--- src/rtl/regfile_write_arbiter_pkg.sv ---
// Shared definitions for the register-file write-port arbiter: state encoding,
// special register numbers and the default starvation limit.
package regfile_write_arbiter_pkg;

   typedef enum logic [1:0] {
      ST_IDLE  = 2'd0,
      ST_PEND  = 2'd1,
      ST_FORCE = 2'd2
   } arb_state_t;

   localparam logic [4:0] REG_ZERO           = 5'd0;
   localparam logic [4:0] STATUS_REG_DEFAULT = 5'd30;
   localparam int         MAX_WAIT_DEFAULT   = 4;

endpackage

--- src/rtl/regfile_write_arbiter_pend_buf.sv ---
// One-entry holding register for a multdiv result waiting for the write port.
// Capture has priority over clear; the arbiter never raises both together.
module wbarb_pend_buf
   import regfile_write_arbiter_pkg::*;
#(
   parameter int DATA_W = 32
) (
   input  logic              clock,
   input  logic              reset,
   input  logic              capture,
   input  logic              clear,
   input  logic [4:0]        in_dest,
   input  logic [DATA_W-1:0] in_data,
   output logic              valid,
   output logic [4:0]        dest,
   output logic [DATA_W-1:0] data
);

   always_ff @(posedge clock) begin
      if (!reset) begin
         valid <= 1'b0;
         dest  <= REG_ZERO;
         data  <= '0;
      end else if (capture) begin
         valid <= 1'b1;
         dest  <= in_dest;
         data  <= in_data;
      end else if (clear) begin
         valid <= 1'b0;
      end
   end

endmodule

--- src/rtl/regfile_write_arbiter.sv ---
// Shares the register file's single write port between writeback and the
// multdiv unit. Optional macro WBARB_BYPASS_EN writes idle-cycle results directly.
module regfile_write_arbiter
   import regfile_write_arbiter_pkg::*;
#(
   parameter int         DATA_W     = 32,
   parameter int         MAX_WAIT   = MAX_WAIT_DEFAULT,
   parameter int         WAIT_W     = 3,
   parameter logic [4:0] STATUS_REG = STATUS_REG_DEFAULT
) (
   input  logic              clock,
   input  logic              reset,
   input  logic              wb_we,
   input  logic [4:0]        wb_reg,
   input  logic [DATA_W-1:0] wb_data,
   input  logic              md_valid,
   output logic              md_ready,
   input  logic [4:0]        md_reg,
   input  logic [DATA_W-1:0] md_data,
   input  logic              md_exception,
   output logic              stall_wb,
   output logic              pend_valid,
   output logic [4:0]        pend_reg,
   output logic              ctrl_writeEnable,
   output logic [4:0]        ctrl_writeReg,
   output logic [DATA_W-1:0] data_writeReg
);

   localparam logic [WAIT_W-1:0] WAIT_LAST = WAIT_W'(MAX_WAIT - 1);

   arb_state_t        state, state_next;
   logic [WAIT_W-1:0] wait_cnt, wait_next;
   logic              transfer, capture, clear, wb_active, write_en;
   logic [4:0]        md_dest;
   logic [DATA_W-1:0] pend_data;

   wbarb_pend_buf #(.DATA_W(DATA_W)) u_pend_buf (
      .clock   (clock),
      .reset   (reset),
      .capture (capture),
      .clear   (clear),
      .in_dest (md_dest),
      .in_data (md_data),
      .valid   (pend_valid),
      .dest    (pend_reg),
      .data    (pend_data)
   );

   always_ff @(posedge clock) begin
      if (!reset) begin
         state    <= ST_IDLE;
         wait_cnt <= '0;
      end else begin
         state    <= state_next;
         wait_cnt <= wait_next;
      end
   end

   assign stall_wb = (state == ST_FORCE);

   // Grant priority: forced drain, then writeback, then a waiting result.
   // A writeback to register 0 is a bubble and leaves the port free.
   always_comb begin
      state_next    = state;
      wait_next     = wait_cnt;
      capture       = 1'b0;
      clear         = 1'b0;
      write_en      = 1'b0;
      ctrl_writeReg = REG_ZERO;
      data_writeReg = '0;

      md_dest   = md_exception ? STATUS_REG : md_reg;
      md_ready  = reset & ~pend_valid & (state != ST_FORCE);
      transfer  = md_valid & md_ready;
      wb_active = wb_we & (wb_reg != REG_ZERO);

      if (state == ST_FORCE) begin
         write_en      = (pend_reg != REG_ZERO);
         ctrl_writeReg = pend_reg;
         data_writeReg = pend_data;
         clear         = 1'b1;
         state_next    = ST_IDLE;
         wait_next     = '0;
      end else if (wb_active) begin
         write_en      = 1'b1;
         ctrl_writeReg = wb_reg;
         data_writeReg = wb_data;
         if (state == ST_PEND) begin
            // A younger writeback to the same register makes the buffered result dead.
            if (pend_valid && (pend_reg != REG_ZERO) && (wb_reg == pend_reg)) begin
               clear      = 1'b1;
               state_next = ST_IDLE;
               wait_next  = '0;
            end else if (wait_cnt == WAIT_LAST) begin
               state_next = ST_FORCE;
            end else begin
               wait_next = wait_cnt + WAIT_W'(1);
            end
         end
      end else if (pend_valid) begin
         write_en      = (pend_reg != REG_ZERO);
         ctrl_writeReg = pend_reg;
         data_writeReg = pend_data;
         clear         = 1'b1;
         state_next    = ST_IDLE;
         wait_next     = '0;
      end

      if (transfer) begin
`ifdef WBARB_BYPASS_EN
         if (!wb_active) begin
            write_en      = (md_dest != REG_ZERO);
            ctrl_writeReg = md_dest;
            data_writeReg = md_data;
         end else begin
            capture    = 1'b1;
            state_next = ST_PEND;
            wait_next  = '0;
         end
`else
         capture    = 1'b1;
         state_next = ST_PEND;
         wait_next  = '0;
`endif
      end

      ctrl_writeEnable = write_en & reset;
   end

endmodule
--- config.mk ---
export PLATFORM = sky130hd
export DESIGN_NAME = regfile_write_arbiter
export DESIGN_NICKNAME = d
export VERILOG_FILES = /design/src/rtl/regfile_write_arbiter_pkg.sv /design/src/rtl/regfile_write_arbiter_pend_buf.sv /design/src/rtl/regfile_write_arbiter.sv
export SDC_FILE = /design/constraint.sdc
export NUM_CORES = 1
export LEC_CHECK = 0
export CAP_MARGIN = 0
export CORE_MARGIN = 2
export CORE_UTILIZATION = 42
export CTS_CLUSTER_SIZE = 40
export DETAILED_ROUTE_END_ITERATION = 10
export GPL_ROUTABILITY_DRIVEN = 0
export GPL_TIMING_DRIVEN = 1
export PLACE_DENSITY = 0.91
export REMOVE_ABC_BUFFERS = 1
export SLEW_MARGIN = 20
export SYNTH_ARGS = -nofsm -noshare
export SYNTH_HDL_FRONTEND = slang
export SYNTH_HIERARCHICAL = 1
export SYNTH_SLANG_ARGS = --single-unit
export TNS_END_PERCENT = 20
--- constraint.sdc ---
create_clock -name clock -period 3.2 [get_ports clock]
set_input_delay 0.48 -clock clock [delete_from_list [all_inputs] [get_ports clock]]
set_output_delay 0.48 -clock clock [all_outputs]
set_load 0.05 [all_outputs]
==> flow_summary_export.csv, run 1 <==
group,metric,value,unit
sta,clock_skew,0.00479,ns
power_and_ir_drop,peakVddDrop,0.000227,V
synthesis,synth_edf_count,0,
route,wl_met2,3.51,mm
global_routing,grt_pass1_vias,2285,
sta,tns,0,ns
route,wl_per_cell,16.0,um
worst_setup_path,r2r.worst_path.cells,5,
clocking,clk_latency,0.29,ns
route,routed_via_density,5.22,
route,drt_iter0_drc,91,
placement,dp.cells,409,
sta,hold_viol,0,
worst_setup_path,crit_type,"in2out",
power_and_ir_drop,p_leak,1.54,nW
clocking,ctsHoldBuffers,0,
sta,fin_crit_sh,0.928,
placement,place_ws,0.251,ns
final_layout,nFillCells,325,
worst_setup_path,critPathCaptureType,"output port",
clocking,clk_path_buf_depth,2,
worst_setup_path,cp.arrival,2.49,ns
worst_setup_path,critPathMaxFanout,26,
route,first_pass_iters,4,
worst_setup_path,rrSetupSlack,1.38,ns
route,dr_total_vias,2173,
run,maxCapViolCount,0,
clocking,numClockSinks,43,
sta,maxSlewHeadroom,0.562,
final_layout,final_area,4050,um^2
sta,rsz0062_at_grt,"no",
synthesis,synth_top_area_cell,"dfxtp_1",
power_and_ir_drop,p_per_area,363,nW/um^2
synthesis,yosys_warnings,6,
floorplan,placement_rows,26,
global_routing,grt_pass1_wl,10.7,mm
global_routing,grt_antenna_before_repair,0,
synthesis,synthDistinctLibCells,36,
route,top_layer_used,"met4",
floorplan,initial_utilization,0.442,
sta,finalMaxSlewViolations,0,
route,ant_nets,0,
sta,setup_viol,0,
floorplan,die_area,6050,um^2
clocking,path_clk_slew,0.08,ns
final_layout,layout-drive-gt1-share,0.188,
clocking,cts_resized,0,
route,met1Wirelength,2.56,mm
synthesis,postSynthAreaPerCell,10.1,um^2
min_path,min_delay_path_depth,2,
worst_setup_path,start_kind,"input pin",
clocking,htree_levels,2,
final_layout,mostFrequentLayoutCell,"clkdlybuf4s50_1",
floorplan,ios,125,
global_routing,grt_overflow,0,
global_routing,grt_max_degree,43,
final_layout,final_cell_mix,"clkdlybuf4s50_1 (85), dfxtp_1 (43), buf_12 (41)",
floorplan,die_w,77.8,um
clocking,cts_root_buf,"clkbuf_8",
route,drt_wl_total,6.65,mm
final_layout,fin_cells,416,
clocking,cts_setup_buffers,0,
final_layout,area_growth,77.1,%
sta,fin_ws,0.229,ns
placement,placed_area,3960,um^2
clocking,cts_buffers,5,
placement,hpwl,5.07,mm
placement,portBuffers,124,
global_routing,grt_usage,0.221,
run_status,status,"finished, final reports clean",
sta,fin_crit,2.97,ns
synthesis,ys_ff_latch,43,
route,drc,0,
synthesis,ys.flop_type,"dfxtp_1",
synthesis,synth_area,2290,um^2
synthesis,yosys-top-cells-area,"dfxtp_1 (38%), mux2i_1 (16%), a22o_1 (14%)",
synthesis,synth.top_cell.area_share,0.377,
synthesis,yosysSeqAreaShare,0.377,
sta,tightest_slew,0.657,ns
floorplan,core,5170,um^2
sta,fmax,0.337,GHz
route,wl_met3,499,um
final_layout,antenna_cells,0,
final_layout,nNetsFinal,427,
synthesis,synthCells,226,
min_path,hold_path_class,"reg2reg",
synthesis,async_reset_ff_frac,0,
clocking,cts_tree,"yes",
floorplan,die_height,77.8,um
worst_setup_path,required,2.72,ns
[per-layer routing]
layer	vias up	track usage
met2	82	0.414
met1	1033	0.234
li1	1050	-
met3	8	0.0651
met5	-	0
met4	0	0.0714
[power breakdown]
part / total (mW) / leakage (nW) / internal [mW] / switching [mW]
logic: 0.542 / 1.14 / 0.288 / 0.254
registers: 0.582 / 0.351 / 0.562 / 0.0198
clock network: 0.347 / 0.0470 / 0.170 / 0.178
total: 1.47 / 1.54 / 1.02 / 0.451
[through the flow]
stage / hold slack [ns] / util / power, mW
floorplan: 0.450 / - / 0.850
global placement: 0.460 / 0.766 / 1.12
detailed placement: 0.475 / 0.766 / 1.14
CTS: 0.486 / 0.783 / 1.48
global route: 0.512 / 0.783 / 1.53
finish: 0.484 / 0.783 / 1.47
[registers in the layout (all words and copies together) (netlist names)]
name and cells:
u_pend_buf/dest 5, u_pend_buf/valid 1, wait_cnt 3, u_pend_buf/data 32
state 2
[critical path, stage by stage]
cell,delay (ns)
clkdlybuf4s50_1,0.47
or3_4,0.42
o31ai_2,0.25
nor2_2,0.20
buf_12,0.20
a22o_2,0.30
buf_12,0.15
[final cells by class]
cell class,count,area (um^2),area share
clock buffer,6,82.6,0.0204
inverter,4,15.0,0.00371
multi-input combinational,163,1300,0.322
sequential,43,861,0.213
timing repair buffer,129,1690,0.419
clock inverter,1,5.00,0.00124
tap,70,87.6,0.0216
[final timing paths]
check / startpoint / end
setup / recovery: wb_reg[0] / ctrl_writeReg[0]
setup reg to reg: u_pend_buf/dest[1]$_SDFFE_PN0P_ / wait_cnt[2]$_SDFFE_PP0P_
hold / removal: wait_cnt[1]$_SDFFE_PP0P_ / wait_cnt[1]$_SDFFE_PP0P_
hold reg to reg: wait_cnt[1]$_SDFFE_PP0P_ / wait_cnt[1]$_SDFFE_PP0P_
[kinds of logic (layout without fill, tap and decap cells)]
logic type      count (synthesis)  in the layout  synth area share
xor+xnor                        5              5            0.0192
simple gates                   65             65             0.167
mux                            38             38             0.169
fa+ha+maj                       2              2            0.0109
buf+inv                        20            140            0.0580
flops                          43             43             0.377
compound gates                 53             53             0.200
[synth_stat cells (3+ instances only)]
| cell | n |
|---|---|
| mux2i_1 | 37 |
| nor2b_1 | 40 |
| dfxtp_1 | 43 |
| clkbuf_1 | 4 |
| nor2_1 | 5 |
| nand2b_1 | 3 |
| xnor2_1 | 3 |
| a22o_1 | 36 |
| nand2_1 | 7 |
| or2_2 | 4 |
| inv_1 | 4 |
| buf_4 | 4 |
| buf_2 | 4 |
No activity file was read; power rests on OpenSTA's default activity.
==> run 2, diff against run 1 <==
--- a/config.mk
+++ b/config.mk
@@ -7,12 +7,14 @@
 export LEC_CHECK = 0
 export CAP_MARGIN = 0
 export CORE_MARGIN = 2
-export CORE_UTILIZATION = 42
+export CORE_UTILIZATION = 60
 export CTS_CLUSTER_SIZE = 40
 export DETAILED_ROUTE_END_ITERATION = 10
+export DONT_BUFFER_PORTS = 1
 export GPL_ROUTABILITY_DRIVEN = 0
 export GPL_TIMING_DRIVEN = 1
-export PLACE_DENSITY = 0.91
+export HOLD_SLACK_MARGIN = 0.08
+export PLACE_DENSITY = 0.81
 export REMOVE_ABC_BUFFERS = 1
 export SLEW_MARGIN = 20
 export SYNTH_ARGS = -nofsm -noshare
==> run 2 against run 1 <==
Effect of this change: worst setup slack better by 0.27 ns; clock power up 25%; via count decreased by 12%; routed wire length decreased by 2.1%; utilization is 7.4 points higher; cell area decreased by 23%; maximum frequency up 9.8%; clock-buffer cell count unchanged; die area fell by 29%; cell count decreased by 26%; sequential power rose by 2%; combinational power decreased by 24%; critical path type is now reg2out; highest routed layer unchanged.
==> flow_summary_export.csv, run 2 (synthesized netlist as in run 1, its figures left out) <==
group,metric,value,unit
run_status,status,"finished, final reports clean",
route,first_pass_iters,4,
power_and_ir_drop,p_leak,1.20,nW
worst_setup_path,start_kind,"register",
clocking,numClockSinks,43,
clocking,cts_root_buf,"clkbuf_8",
worst_setup_path,startpoint,"state[0]$_SDFFE_PN0P_",
sta,finalMaxSlewViolations,0,
worst_setup_path,crit_type,"reg2out",
final_layout,top_regs,"u_pend_buf/data: 32 flops, u_pend_buf/dest: 5 flops, wait_cnt: 3 flops",
global_routing,grt_max_degree,44,
clocking,clk_path_buf_depth,2,
final_layout,final_area,3130,um^2
clocking,cts_tree,"yes",
worst_setup_path,critPathMaxStageDelay,0.51,ns
placement,portBuffers,0,
clocking,path_clk_slew,0.08,ns
global_routing,grt_pass1_wl,9.93,mm
sta,rsz0062_at_grt,"no",
clocking,clk_latency,0.30,ns
final_layout,antenna_cells,0,
final_layout,regArea,861,um^2
clocking,htree_levels,2,
floorplan,initial_utilization,0.624,
route,routed_via_density,6.22,
worst_setup_path,critPathMaxFanout,38,
global_routing,use_met1,0.328,
final_layout,final_cell_mix,"dfxtp_1 (43), nor2b_1 (40), buf_12 (37), mux2i_1 (37), a22o_1 (36)",
worst_setup_path,rr_endpoint,"state[0]$_SDFFE_PN0P_",
global_routing,grt_pass1_vias,2038,
placement,place_ws,0.682,ns
sta,hold_viol,0,
route,drt_wl_total,6.51,mm
worst_setup_path,required,2.72,ns
final_layout,layout-drive-gt1-share,0.246,
floorplan,placement_rows,22,
final_layout,nFillCells,182,
route,drt_iter0_drc,118,
clocking,ctsHoldBuffers,0,
route,drc,0,
global_routing,use_met2,0.559,
floorplan,die_w,65.7,um
power_and_ir_drop,peakVddDrop,0.000359,V
worst_setup_path,path_cells,"nand2b_1 > inv_1 > nor2_2 > buf_4 > o21a_1",
final_layout,nNetsFinal,340,
final_layout,largest_register,"u_pend_buf/data",
sta,maxSlewHeadroom,0.411,
sta,setup_viol,0,
floorplan,ios,125,
sta,tightest_slew,0.880,ns
floorplan,core,3660,um^2
global_routing,grt_overflow,0,
global_routing,grt_antenna_before_repair,0,
placement,placed_area,3020,um^2
global_routing,grt_usage,0.305,
route,dr_total_vias,1917,
route,ant_nets,0,
run,maxCapViolCount,0,
sta,fin_crit,2.71,ns
final_layout,mostFrequentLayoutCell,"dfxtp_1",
sta,clock_skew,0.00820,ns
floorplan,die_area,4320,um^2
min_path,hold_path_class,"in2reg",
sta,fmax,0.370,GHz
worst_setup_path,crit_path_end,"ctrl_writeEnable",
clocking,cts_buffers,5,
clocking,cts_resized,0,
worst_setup_path,slowest_stage,"o21a_1",
final_layout,largest_reg_flops,32,
global_routing,grt.busiest_layer,"met2",
floorplan,die_height,65.7,um
worst_setup_path,rrSetupSlack,0.93,ns
worst_setup_path,cp.arrival,2.23,ns
min_path,min_delay_path_depth,1,
worst_setup_path,critPathCaptureType,"output port",
worst_setup_path,r2r.worst_path.cells,5,
final_layout,area_growth,37.1,%
placement,hpwl,4.65,mm
global_routing,use_met3,0.110,
sta,fin_ws,0.495,ns
worst_setup_path,r2r_start,"u_pend_buf/dest[2]$_SDFFE_PN0P_",
power_and_ir_drop,p_per_area,459,nW/um^2
route,wl_per_cell,21.1,um
final_layout,multi_input_area,1300,um^2
sta,fin_crit_sh,0.845,
clocking,cts_setup_buffers,0,
run 2: changes by cell type in the layout (fill, tap and decap cells not counted):
cell             delta
buf_12              -4
clkdlybuf4s50_1    -85
bufinv_16           +1
buf_4               +2
run 2: metal layers:
layer  part of all wire  vias to the layer above
li1                   -                      882
met2               0.54                       87
met5                  0                        -
met4              0.015                        0
met3              0.078                       10
met1               0.37                      938
run 2: worst max-delay path: cells and delay by family, from the launching register on:
kind,cells,cell delay (ns)
DFF,1,0.35
buffers and inverters,2,0.67
AOI/OAI and AO/OA,1,0.51
and+or+nand+nor,2,0.41
run 2: stage by stage:
step,util,total power [mW],setup TNS [ns],std cells,hold WS (ns)
2_1_floorplan,-,0.850,-13.33,210,0.450
4_1_cts,0.856,1.44,0,308,0.305
6_report,0.856,1.44,0,308,0.313
3_5_place_dp,0.824,1.01,0,300,0.476
3_3_place_gp,0.824,0.996,0,300,0.460
5_1_grt,0.856,1.48,0,308,0.303
run 2: cell type report:
class	instances	area share
clock buffers	6	0.0263
clock inverters	2	0.0112
inverters	4	0.00479
multi-input cells	163	0.416
flip-flops and latches	43	0.275
well taps	48	0.0192
repair buffers	42	0.248
run 2: report_power, final:
part | switching (mW) | internal, mW | total (mW)
registers | 0.0312 | 0.562 | 0.593
clock network | 0.182 | 0.252 | 0.434
logic | 0.221 | 0.189 | 0.410
run 2: worst min path at each step:
stage | slack (ns) | endpoint | start
6_report | 0.31 | u_pend_buf/data[4]$_SDFFE_PN0P_ | reset
5_1_grt | 0.30 | u_pend_buf/data[31]$_SDFFE_PN0P_ | reset
4_1_cts | 0.31 | u_pend_buf/data[6]$_SDFFE_PN0P_ | reset
3_5_place_dp | 0.48 | wait_cnt[1]$_SDFFE_PP0P_ | wait_cnt[1]$_SDFFE_PP0P_
3_3_place_gp | 0.46 | wait_cnt[1]$_SDFFE_PP0P_ | wait_cnt[1]$_SDFFE_PP0P_
2_1_floorplan | 0.45 | wait_cnt[2]$_SDFFE_PP0P_ | wait_cnt[2]$_SDFFE_PP0P_
==> run 3, diff against run 2 <==
==> constraint.sdc (replaced) <==
create_clock -name clock -period 2.6 [get_ports clock]
set_input_delay 0.39 -clock clock [delete_from_list [all_inputs] [get_ports clock]]
set_output_delay 0.39 -clock clock [all_outputs]
set_load 0.05 [all_outputs]
==> run 3 against run 2 <==
Effect of this change: non-clock buffer count increased by 9; clock-buffer cell count unchanged; critical path depth increased by 2; utilization increased by 0.96 points; clock skew decreased by 0.0031 ns; highest routed layer unchanged; via count increased by 3.8%; largest power group unchanged; sequential cell count unchanged; total power increased by 15%.
==> flow_summary_export.csv, run 3 (synthesized netlist as in run 1, its figures left out) <==
group,metric,value,unit
final_layout,final_cell_mix,"dfxtp_1 (43), nor2b_1 (40), buf_12 (37), mux2i_1 (37), a22o_1 (36)",
clocking,htree_levels,2,
power_and_ir_drop,p_leak,1.22,nW
clocking,cts_setup_buffers,0,
sta,rsz0062_at_grt,"no",
final_layout,mostFrequentLayoutCell,"dfxtp_1",
power_and_ir_drop,peakVddDrop,0.000466,V
route,first_pass_iters,4,
global_routing,grt_pass1_wl,10.5,mm
power_and_ir_drop,p_seq_frac,0.431,
worst_setup_path,cp.arrival,1.92,ns
final_layout,top_regs,"u_pend_buf/data: 32 flops, u_pend_buf/dest: 5 flops, wait_cnt: 3 flops",
worst_setup_path,critPathMaxFanout,19,
route,ant_nets,0,
power_and_ir_drop,p_int,1.12,mW
worst_setup_path,required,2.21,ns
global_routing,grt_max_degree,44,
sta,fin_crit,2.31,ns
clocking,numClockSinks,43,
global_routing,grt_antenna_before_repair,0,
power_and_ir_drop,p_sw,0.536,mW
global_routing,grt_usage,0.318,
final_layout,final_area,3170,um^2
sta,clock_skew,0.00505,ns
global_routing,grt_pass1_vias,2228,
final_layout,nNetsFinal,349,
clocking,cts_buffers,5,
sta,hold_viol,0,
clocking,cts_tree,"yes",
clocking,cts_root_buf,"clkbuf_8",
placement,portBuffers,0,
sta,tns,0,ns
floorplan,placement_rows,22,
floorplan,die_w,65.7,um
sta,fmax,0.433,GHz
floorplan,ios,125,
final_layout,antenna_cells,0,
clocking,cts_resized,0,
power_and_ir_drop,swShare,0.323,
final_layout,largest_reg_flops,32,
placement,place_ws,0.312,ns
power_and_ir_drop,power.share.combinational,0.323,
final_layout,nFillCells,182,
route,drt_wl_total,6.78,mm
sta,tightest_slew,0.567,ns
floorplan,die_height,65.7,um
sta,fin_ws,0.292,ns
placement,hpwl,5.05,mm
power_and_ir_drop,clock_power_share,0.246,
power_and_ir_drop,p_per_area,523,nW/um^2
final_layout,layout-drive-gt1-share,0.268,
sta,hold-worst-slack,0.226,ns
final_layout,multi_input_area,1300,um^2
floorplan,die_area,4320,um^2
floorplan,core,3660,um^2
sta,fin_crit_sh,0.888,
final_layout,area_growth,38.6,%
clocking,ctsHoldBuffers,0,
min_path,hold_path_class,"in2reg",
run,maxCapViolCount,0,
sta,maxSlewHeadroom,0.618,
sta,finalMaxSlewViolations,0,
worst_setup_path,crit_type,"in2out",
final_layout,post-route-util,0.866,
run_status,status,"finished, final reports clean",
route,drc,0,
clocking,path_clk_slew,0.08,ns
final_layout,largest_register,"u_pend_buf/data",
final_layout,regArea,861,um^2
clocking,clk_latency,0.29,ns
worst_setup_path,start_kind,"input pin",
placement,placed_area,3080,um^2
route,wl_per_cell,21.4,um
sta,setup_viol,0,
clocking,clk_path_buf_depth,2,
route,drt_iter0_drc,86,
floorplan,initial_utilization,0.624,
worst_setup_path,critPathCaptureType,"output port",
global_routing,grt_overflow,0,
route,routed_via_density,6.28,
route,dr_total_vias,1990,
-- run 3: worst paths after layout --
check,from,end,slack [ns],cells after the start
min,reset,u_pend_buf/data[25]$_SDFFE_PN0P_,0.23,1
max,wb_reg[0],data_writeReg[23],0.29,7
max reg2reg,u_pend_buf/dest[3]$_SDFFE_PN0P_,state[0]$_SDFFE_PN0P_,0.58,6
min reg2reg,wait_cnt[2]$_SDFFE_PP0P_,wait_cnt[2]$_SDFFE_PP0P_,0.51,2
-- run 3: layer usage --
layer,GRT usage,up-vias,share of wire
met5,0,-,0
met4,0.122,0,0.031
met3,0.0805,22,0.070
met2,0.598,101,0.56
met1,0.334,974,0.34
li1,-,893,-
-- run 3: area by class of cell --
cell class                 instances  area share
sequential                        43       0.272
multi-input combinational        163       0.411
inverter                           4     0.00474
clock buffer                       6      0.0229
clock inverter                     2     0.00395
timing repair buffer              51       0.267
tap                               48      0.0189
-- run 3: power by group through the flow --
stage	logic, mW	clock network, mW	registers (mW)
floorplan	0.302	0	0.744
detailed placement	0.532	0	0.728
global placement	0.511	0	0.725
CTS	0.535	0.413	0.714
finish	0.535	0.408	0.714
global route	0.554	0.446	0.718
-- run 3: metrics by stage --
| step | total power, mW | cells |
|---|---|---|
| 6_report | 1.66 | 317 |
| 5_1_grt | 1.72 | 317 |
| 4_1_cts | 1.66 | 317 |
| 3_5_place_dp | 1.26 | 309 |
| 3_3_place_gp | 1.24 | 309 |
| 2_1_floorplan | 1.05 | 210 |
-- run 3: critical path, stage by stage --
cell and delay (ns):
or3_4 0.37, o31ai_2 0.29, nand2_1 0.11, nand2_1 0.10, buf_4 0.24, a22o_1 0.25, buf_12 0.16
